==> src/rtl/half_sub_46_pkg.sv <==
// half_sub_46_pkg
//   Shared defaults for the registered multi-lane half subtractor.
//   DEFAULT_WIDTH : lane count when no override is given
//   DEFAULT_CNT_W : borrow-event counter width when no override is given
package half_sub_46_pkg;

  localparam int DEFAULT_WIDTH = 1;
  localparam int DEFAULT_CNT_W = 16;

endpackage

==> src/rtl/half_sub_46_if.sv <==
// half_sub_46_if
//   Bundles the data, strobe and status signals of half_sub_46.
//   master : drives a, b, in_valid, cnt_clr; observes results and status
//   slave  : the subtractor itself
interface half_sub_46_if
  import half_sub_46_pkg::*;
#(
  parameter int WIDTH = DEFAULT_WIDTH,
  parameter int CNT_W = DEFAULT_CNT_W
);

  logic [WIDTH-1:0] a;
  logic [WIDTH-1:0] b;
  logic             in_valid;
  logic             cnt_clr;
  logic [WIDTH-1:0] diff_c;
  logic [WIDTH-1:0] borr_c;
  logic [WIDTH-1:0] diff;
  logic [WIDTH-1:0] borr;
  logic             out_valid;
  logic [CNT_W-1:0] borr_cnt;

  modport master (
    output a, b, in_valid, cnt_clr,
    input  diff_c, borr_c, diff, borr, out_valid, borr_cnt
  );

  modport slave (
    input  a, b, in_valid, cnt_clr,
    output diff_c, borr_c, diff, borr, out_valid, borr_cnt
  );

endinterface

==> src/rtl/half_sub_46_lane.sv <==
// half_sub_46_lane
//   Single-bit combinational half subtractor cell.
//   a, b : minuend / subtrahend bit
//   diff : a ^ b
//   borr : ~a & b
module half_sub_46_lane (
  input  logic a,
  input  logic b,
  output logic diff,
  output logic borr
);

  assign diff = a ^ b;
  assign borr = ~a & b;

endmodule

==> src/rtl/half_sub_46.sv <==
// half_sub_46
//   Registered multi-lane half subtractor with a saturating borrow counter.
//   clk, rst_n : rising-edge clock, asynchronous active-low reset
//   bus.a/b/in_valid      : per-lane operands and their strobe
//   bus.cnt_clr           : synchronous clear of borr_cnt (wins over increment)
//   bus.diff_c/borr_c     : combinational results, live even during reset
//   bus.diff/borr         : results registered one cycle behind in_valid
//   bus.out_valid         : diff/borr were loaded on the previous edge
//   bus.borr_cnt          : saturating count of lanes that produced a borrow
module half_sub_46
  import half_sub_46_pkg::*;
#(
  parameter int WIDTH = DEFAULT_WIDTH,
  parameter int CNT_W = DEFAULT_CNT_W
) (
  input  logic          clk,
  input  logic          rst_n,
  half_sub_46_if.slave  bus
);

  localparam int               POP_W   = $clog2(WIDTH + 1);
  localparam int               SUM_W   = ((CNT_W > POP_W) ? CNT_W : POP_W) + 1;
  localparam logic [CNT_W-1:0] CNT_MAX = {CNT_W{1'b1}};

  logic [WIDTH-1:0] diff_w;
  logic [WIDTH-1:0] borr_w;

  for (genvar i = 0; i < WIDTH; i++) begin : g_lane
    half_sub_46_lane u_lane (
      .a    (bus.a[i]),
      .b    (bus.b[i]),
      .diff (diff_w[i]),
      .borr (borr_w[i])
    );
  end

  assign bus.diff_c = diff_w;
  assign bus.borr_c = borr_w;

  logic [WIDTH-1:0] diff_q, diff_d;
  logic [WIDTH-1:0] borr_q, borr_d;
  logic             out_valid_q, out_valid_d;
  logic [CNT_W-1:0] borr_cnt_q, borr_cnt_d;
  logic [POP_W-1:0] borr_pop;
  logic [SUM_W-1:0] cnt_sum;

  always_comb begin
    borr_pop = '0;
    for (int i = 0; i < WIDTH; i++) begin
      borr_pop = borr_pop + POP_W'(borr_w[i]);
    end
  end

  // Sum is computed one bit wider than either operand so overflow is visible
  // and the counter can clamp instead of wrapping.
  assign cnt_sum = SUM_W'(borr_cnt_q) + SUM_W'(borr_pop);

  always_comb begin
    diff_d      = diff_q;
    borr_d      = borr_q;
    out_valid_d = bus.in_valid;
    borr_cnt_d  = borr_cnt_q;

    if (bus.in_valid) begin
      diff_d = diff_w;
      borr_d = borr_w;
    end

    if (bus.cnt_clr) begin
      borr_cnt_d = '0;
    end else if (bus.in_valid) begin
      if (cnt_sum > SUM_W'(CNT_MAX)) begin
        borr_cnt_d = CNT_MAX;
      end else begin
        borr_cnt_d = cnt_sum[CNT_W-1:0];
      end
    end
  end

  always_ff @(posedge clk or negedge rst_n) begin
    if (!rst_n) begin
      diff_q      <= '0;
      borr_q      <= '0;
      out_valid_q <= 1'b0;
      borr_cnt_q  <= '0;
    end else begin
      diff_q      <= diff_d;
      borr_q      <= borr_d;
      out_valid_q <= out_valid_d;
      borr_cnt_q  <= borr_cnt_d;
    end
  end

  assign bus.diff      = diff_q;
  assign bus.borr      = borr_q;
  assign bus.out_valid = out_valid_q;
  assign bus.borr_cnt  = borr_cnt_q;

endmodule

==> src/flat_wrapper.sv <==
// flat-port wrapper written by rule: the top's interface ports become plain ports
module half_sub_46_flat import half_sub_46_pkg::*;
#(
  parameter int WIDTH = DEFAULT_WIDTH,
  parameter int CNT_W = DEFAULT_CNT_W
)
  (clk, rst_n, bus_a, bus_b, bus_in_valid, bus_cnt_clr, bus_diff_c, bus_borr_c, bus_diff, bus_borr, bus_out_valid, bus_borr_cnt);
  half_sub_46_if #(.WIDTH(WIDTH), .CNT_W(CNT_W)) bus_i ();
  input  logic clk;
  input  logic rst_n;
  input wire logic [$bits(bus_i.a)-1:0] bus_a;
  input wire logic [$bits(bus_i.b)-1:0] bus_b;
  input wire logic [$bits(bus_i.in_valid)-1:0] bus_in_valid;
  input wire logic [$bits(bus_i.cnt_clr)-1:0] bus_cnt_clr;
  output wire logic [$bits(bus_i.diff_c)-1:0] bus_diff_c;
  output wire logic [$bits(bus_i.borr_c)-1:0] bus_borr_c;
  output wire logic [$bits(bus_i.diff)-1:0] bus_diff;
  output wire logic [$bits(bus_i.borr)-1:0] bus_borr;
  output wire logic [$bits(bus_i.out_valid)-1:0] bus_out_valid;
  output wire logic [$bits(bus_i.borr_cnt)-1:0] bus_borr_cnt;
  assign bus_i.a = bus_a;
  assign bus_i.b = bus_b;
  assign bus_i.in_valid = bus_in_valid;
  assign bus_i.cnt_clr = bus_cnt_clr;
  assign bus_diff_c = bus_i.diff_c;
  assign bus_borr_c = bus_i.borr_c;
  assign bus_diff = bus_i.diff;
  assign bus_borr = bus_i.borr;
  assign bus_out_valid = bus_i.out_valid;
  assign bus_borr_cnt = bus_i.borr_cnt;
  half_sub_46 #(.WIDTH(WIDTH), .CNT_W(CNT_W)) u_core (.clk(clk), .rst_n(rst_n), .bus(bus_i));
endmodule
==> config.mk <==
export PLATFORM = sky130hd
export DESIGN_NAME = half_sub_46_flat
export DESIGN_NICKNAME = d
export VERILOG_FILES = /design/src/rtl/half_sub_46_pkg.sv /design/src/rtl/half_sub_46_if.sv /design/src/rtl/half_sub_46_lane.sv /design/src/rtl/half_sub_46.sv /design/src/flat_wrapper.sv
export SDC_FILE = /design/constraint.sdc
export NUM_CORES = 1
export LEC_CHECK = 0
export CAP_MARGIN = 15
export CORE_UTILIZATION = 35
export CTS_CLUSTER_DIAMETER = 40
export DETAILED_ROUTE_END_ITERATION = 10
export PLACE_DENSITY_LB_ADDON = 0.2
export SLEW_MARGIN = 40
export SYNTH_ARGS = -nofsm -noshare
export SYNTH_HDL_FRONTEND = slang
export SYNTH_SLANG_ARGS = --single-unit
==> constraint.sdc <==
create_clock -name clk -period 2.14 [get_ports clk]
set_clock_uncertainty 0.2 [all_clocks]
set_input_delay 0.642 -clock clk [delete_from_list [all_inputs] [get_ports clk]]
set_output_delay 0.642 -clock clk [all_outputs]
set_load 0.01 [all_outputs]
==> metrics.yaml, run 1 <==
syn_area_um2: 1110
slew-limit-headroom_pct: 78.29
fmax_mhz: 480.7
crit_path_top_delay_cell: "clkdlybuf4s50_1"
cts.sinks: 19
p_seq_share_pct: 57.1
register_area_um2: 483.0
clkTransAtPathRegs_ps: 120
start_kind: "flop"
ys_async_sr_fraction_pct: 100.0
synthFlopType: "dfrtp_1"
setup_violations: 0
ys_seq_area_share_pct: 42.84
comb_power_share_pct: 13.9
nFillCells: 275
firstDrtPassIters: 4
startpoint: "u_core.bus.borr_cnt[5]"
total_power_mw: 0.6486
path_class: "reg -> out"
cellPowerDensity_nw_per_um2: 383.4
first_global_vias: 1072
postCtsHoldBufs: 0
holdPathStages: 1
wl_met2_um: 1407
start_util_pct: 36.65
grt_usage_pct: 18.47
critical-path-max-stage-delay_ps: 540
synth_edf_count: 0
fp.dieArea_um2: 3400
stdcell_area_um2: 1692
drc_errors: 0
synthTopCellsByArea: "dfrtp_1, nor2_1, nor3_2"
syn_to_final_growth_pct: 52.42
pre_cts_ws_ps: -671.7
path_max_fanout: 3
drtAntennaViolNets: 0
synthTopCellsByCount: "dfrtp_1, nor2_1, nor3_1"
multiInputGateArea_um2: 610.6
fin_cells: 211
endpoint_kind: "output pin"
die_x_um: 58.31
crit_family: "buffers and inverters"
peakVddDrop_mv: 0.1739
syn_nets: 120
min_path_type: "reg -> reg"
numCtsBuffers: 3
outcome: "completed"
swShare_pct: 25.49
place.gp.congestion: 0.8495
viasPerCell: 5.147
clock_latency_ps: 300
placed_cell_area_um2: 1511
cp.arrival_ps: 1240
dp.cells: 190
syn_inst: 111
ys_warn_count: 0
hpwl_um: 1947
rrSetupSlack_ps: 210
nets: 177
coreArea_um2: 3028
grt-ovfl-total: 0
min_period_ps: 2080
crit_cells: 1
rows: 20
cp_cell_sequence: "clkdlybuf4s50_1"
dr.max_layer_used: "met4"
power.switching_mw: 0.1653
htree_levels: 1
yosysTopAreaCell: "dfrtp_1"
grt_max_degree: 20
synth_seq_cells: 19
grt_pass1_wl_um: 4754
critPathCapture: "bus_borr_cnt[5]"
cts_buffer_depth: 2
yosysMostFrequentCell: "dfrtp_1"
cts_root_buffer: "clkbuf_4"
max-cap-violations: 0
synth.top_cell.area_share_pct: 42.84
cp.required_ps: 1300
drive_above_1_share_pct: 39.52
detail_route.wl_per_cell_um: 13.33
die_y_um: 58.31
r2r-end: "u_core.bus.borr_cnt[6]"
ioPinCount: 27
p_int_mw: 0.4833
finalMaxSlewViolations: 0
wl_met3_um: 107
cts_tree: "yes"
ys_types: 35
cp_num_buf_inv: 1
initialDrtViolationCount: 45
met1_length_um: 1258
routed_wl_um: 2813
hold_violations: 0
hp-start: "u_core.bus.borr"
tightest_slew_ps: 322.6
vias: 1086
num_antenna_cells: 0
port_buffers: 26
min_period_over_period_pct: 97.21
pwr-share-clk_pct: 29.0
p_leak_nw: 0.7627
fin_ws_ps: 59.66
avgSynthCellArea_um2: 9.998
r2r-start: "u_core.bus.borr_cnt[0]"
reg2regPathDepth: 7
grt_antenna_before_repair: 0
[stage by stage]
stage / util, % / hold slack, ps / TNS [ps]
3_3_place_gp: 49.92 / 297.4 / -8198
4_1_cts: 55.04 / 337.6 / 0
2_1_floorplan: - / 146.4 / 0
3_5_place_dp: 49.92 / 297.7 / -8566
6_report: 55.87 / 335.6 / 0
5_1_grt: 55.87 / 368.4 / -2.372
[sequential cells by signal (all words and copies together), names as in the netlist]
signal	flops
u_core.bus.borr	1
u_core.bus.borr_cnt	16
u_core.bus.out_valid	1
u_core.bus.diff	1
[layout make-up]
class                           instances  area share (%)
Multi-Input combinational cell         80           36.09
Inverter                                6           1.331
Clock inverter                          1          0.2959
Tap cell                               44           3.254
Timing Repair Buffer                   58           29.14
Sequential cell                        19           28.55
Clock buffer                            3           1.331
[cells in the final DEF (no fill, tap or decap), types with 4 or more instances in the layout]
master,instances
buf_4,32
clkdlybuf4s50_1,22
dfrtp_1,13
nor2_1,11
a21oi_1,6
nand3_1,6
nor3_1,6
dfrtp_2,6
nand2_1,5
a31oi_1,5
nor3_2,4
inv_1,4
[what timing repair did]
action                     CTS  global route
cloned                       0             0
setup endpoints to repair   31            14
setup buffers               16             1
pin swaps                    1             5
gates resized for setup     21             7
[logic make-up (layout without fill, tap and decap cells)]
| kind of cell | Yosys count | after routing | share of synthesized area [%] |
|---|---|---|---|
| buffers and inverters | 12 | 68 | 6.313 |
| AND/OR/NAND/NOR | 55 | 55 | 32.92 |
| flip-flops | 19 | 19 | 42.84 |
| AO/OA/AOI/OAI | 20 | 20 | 12.51 |
| adder cells (fa/ha/maj) | 3 | 3 | 3.383 |
| multiplexers | 2 | 2 | 2.029 |
[per-layer routing]
metal,vias to the layer above,track usage (%)
met1,525,23.96
met5,-,0
met4,0,7.143
met2,24,31.53
met3,4,2.198
li1,533,-
[power groups by stage]
| stage | registers, mW | logic, mW | clock network [mW] |
|---|---|---|---|
| 4_1_cts | 0.371 | 0.0878 | 0.199 |
| 2_1_floorplan | 0.382 | 0.0294 | 0 |
| 3_3_place_gp | 0.378 | 0.0810 | 0 |
| 6_report | 0.371 | 0.0899 | 0.188 |
| 5_1_grt | 0.372 | 0.0993 | 0.209 |
| 3_5_place_dp | 0.379 | 0.0832 | 0 |
[worst min-delay path by stage]
stage / to
final: u_core.bus.borr
after floorplan: u_core.bus.borr
after CTS: u_core.bus.borr
after global placement: u_core.bus.borr
after global routing: u_core.bus.diff
after detailed placement: u_core.bus.borr
Note: power is estimated with default switching activity, not from simulation.
==> run 2, diff against run 1 <==
Settings changed: SLEW_MARGIN 40 to 25.
==> results of run 2 <==
No change in the layout: final DEF, timing and power equal those of run 1.
==> run 3, diff against run 2 <==
Settings changed: SYNTH_HIERARCHICAL from default to 1.
==> metrics.yaml, run 3 <==
syn_inst: 97  # was 111
nets: 162  # was 177
syn_nets: 106  # was 120
cp.required_ps: 1300  # about the same
syn_to_final_growth_pct: 55.88  # was 52.42%
avgSynthCellArea_um2: 10.20  # was 9.998 µm²
dp.cells: 164  # was 190
crit_family: "buffers and inverters"  # unchanged
firstDrtPassIters: 4  # unchanged
first_global_vias: 867  # was 1072
outcome: "completed"  # unchanged
grt_usage_pct: 18.62  # was 18.47%
cellPowerDensity_nw_per_um2: 410.4  # was 383.4 nW/µm²
path_class: "in -> out"  # was reg -> out
min_path_type: "reg -> reg"  # unchanged
tightest_slew_ps: 329.7  # was 322.6 ps
routed_wl_um: 2449  # was 2813 µm
grt-ovfl-total: 0  # unchanged
placed_cell_area_um2: 1388  # was 1511 µm²
num_antenna_cells: 0  # unchanged
synth.top_cell.area_share_pct: 48.04  # was 42.84%
endpoint_kind: "output pin"  # unchanged
yosysMostFrequentCell: "dfrtp_1"  # unchanged
total_power_mw: 0.6331  # was 0.6486 mW
viasPerCell: 5.615  # was 5.147
drive_above_1_share_pct: 32.89  # was 39.52%
ys_types: 29  # was 35
hold_violations: 0  # unchanged
grt_max_degree: 20  # unchanged
ioPinCount: 27  # unchanged
setup_tns_ps: 0  # unchanged
ys_seq_area_share_pct: 48.04  # was 42.84%
grt_pass1_wl_um: 3939  # was 4754 µm
yosysTopAreaCell: "dfrtp_1"  # unchanged
critical-path-max-stage-delay_ps: 280  # was 540 ps
crit_path_top_delay_cell: "ha_4"  # was clkdlybuf4s50_1
finalMaxSlewViolations: 0  # unchanged
die_y_um: 55.18  # was 58.31 µm
port_buffers: 26  # unchanged
utilization_pct: 60.09  # was 55.87%
synth_seq_cells: 19  # unchanged
hpwl_um: 1689  # was 1947 µm
vias: 1022  # was 1086
initialDrtViolationCount: 23  # was 45
rsz0062_at_grt: "false"
synthFlopType: "dfrtp_1"  # unchanged
cp.arrival_ps: 1270  # was 1240 ps
grt_antenna_before_repair: 0  # unchanged
cts.sinks: 19  # unchanged
max-cap-violations: 0  # unchanged
synthTopCellsByArea: "dfrtp_1, a211oi_1, a31oi_1"  # was dfrtp_1, nor2_1, nor3_2
place.gp.congestion: 0.7717  # was 0.8495
synthTopCellsByCount: "dfrtp_1, a31oi_1, nor2_1"  # was dfrtp_1, nor2_1, nor3_1
p_leak_nw: 0.7424  # was 0.7627 nW
detail_route.wl_per_cell_um: 13.46  # was 13.33 µm
start_util_pct: 38.55  # was 36.65%
start_kind: "primary input"  # was flop
die_x_um: 55.18  # was 58.31 µm
cp_cell_sequence: "clkdlybuf4s15_1, ha_4, inv_4, buf_6"  # was clkdlybuf4s50_1
ys_async_sr_fraction_pct: 100.0  # unchanged
min_period_ps: 2108  # was 2080 ps
cts_root_buffer: "clkbuf_4"  # unchanged
peakVddDrop_mv: 0.4511  # was 0.1739 mV
htree_levels: 1  # unchanged
largest_register_ffs: 16  # unchanged
synth_edf_count: 0  # unchanged
drtAntennaViolNets: 0  # unchanged
clkTransAtPathRegs_ps: 100  # was 120 ps
cts_buffer_depth: 2  # unchanged
ys_warn_count: 6  # was 0
fin_cells: 182  # was 211
clock_latency_ps: 290  # was 300 ps
cp_num_buf_inv: 3  # was 1
numCtsBuffers: 3  # unchanged
layout_common_cells: "buf_4, clkdlybuf4s50_1, dfrtp_1, a31oi_1"  # was buf_4, clkdlybuf4s50_1, dfrtp_1, nor2_1
fp.dieArea_um2: 3044  # was 3400 µm²
stdcell_area_um2: 1543  # was 1692 µm²
coreArea_um2: 2567  # was 3028 µm²
rows: 18  # was 20
cts_tree: "yes"  # unchanged
min_period_over_period_pct: 98.49  # was 97.21%
syn_area_um2: 989.7  # was 1110 µm²
final_common_cell: "buf_4"  # unchanged
path_max_fanout: 2  # was 3
setup_violations: 0  # unchanged
fmax_mhz: 474.5  # was 480.7 MHz
slew-limit-headroom_pct: 77.84  # was 78.29%
drc_errors: 0  # unchanged
-- run 3: cell count changes after synthesis, moves of 2 or more --
| cell | before | now |
|---|---|---|
| a211oi_1 | 4 | 6 |
| a21oi_1 | 6 | 4 |
| a311oi_1 | 1 | 3 |
| a31oi_1 | 5 | 7 |
| and3_1 | 3 | 5 |
| and3b_1 | 3 | 0 |
| and4_1 | 2 | 0 |
| and4b_2 | 2 | 0 |
| nand4_1 | 3 | 0 |
| nand4_2 | 0 | 2 |
| nor2_1 | 11 | 7 |
| nor3_1 | 7 | 2 |
| nor3_2 | 4 | 1 |
| o21ai_0 | 1 | 6 |
-- run 3: cells by family after synthesis --
group,count (synthesis),share of synthesized area [%]
buffers and inverters,8,3.792
AO/OA/AOI/OAI,30,20.10
AND/OR/NAND/NOR,34,20.86
adder cells (fa/ha/maj),3,3.793
multiplexers,3,3.413
flip-flops,19,48.04
-- run 3: timing repair --
item,in CTS,in global routing
setup endpoints to repair,29,10
setup buffers,8,6
resized for setup,21,5
pin swaps,0,2
hold buffers,0,0
-- run 3: worst paths after layout --
kind | start | to | slack, ps | depth (start not counted)
worst max register to register | u_core/bus.borr_cnt[10] | u_core/bus.borr_cnt[0] | 220 | 5
worst max-delay path | bus_b | bus_diff_c | 30 | 4
worst min-delay path | u_core/bus.diff | u_core/bus.diff | 330 | 1
max in group asynchronous | rst_n | u_core/bus.borr_cnt[1] | 1050 | 2
min in group asynchronous | rst_n | u_core/bus.borr_cnt[14] | 470 | 2
worst min register to register | u_core/bus.diff | u_core/bus.diff | 330 | 1
-- run 3: layer usage --
metal	GRT usage, %	vias to the layer above	part of all wire, %
met1	24.79	499	47
met5	0	-	0
met3	5.738	2	6.0
met4	5.000	0	0.78
li1	-	487	-
met2	29.12	34	46
-- run 3: per-stage QoR --
stage	hold WS, ps	setup slack (ps)
2_1_floorplan	146.4	26.69
3_3_place_gp	297.1	-673.0
3_5_place_dp	302.5	-736.6
4_1_cts	333.4	1.481
5_1_grt	359.4	0.2099
6_report	330.1	32.39
-- run 3: report_power, final --
group | switching [mW] | internal (mW)
Combinational | 0.0395 | 0.0424
Clock | 0.109 | 0.0726
Sequential | 0.00369 | 0.366
-- run 3: area by class of cell --
cell class,count,area [µm²]
Multi-Input combinational cell,70,509.2
Fill cell,220,1025
Tap cell,30,37.54
Timing Repair Buffer,54,469.2
Inverter,5,21.27
Clock buffer,4,26.28
Sequential cell,19,479.2
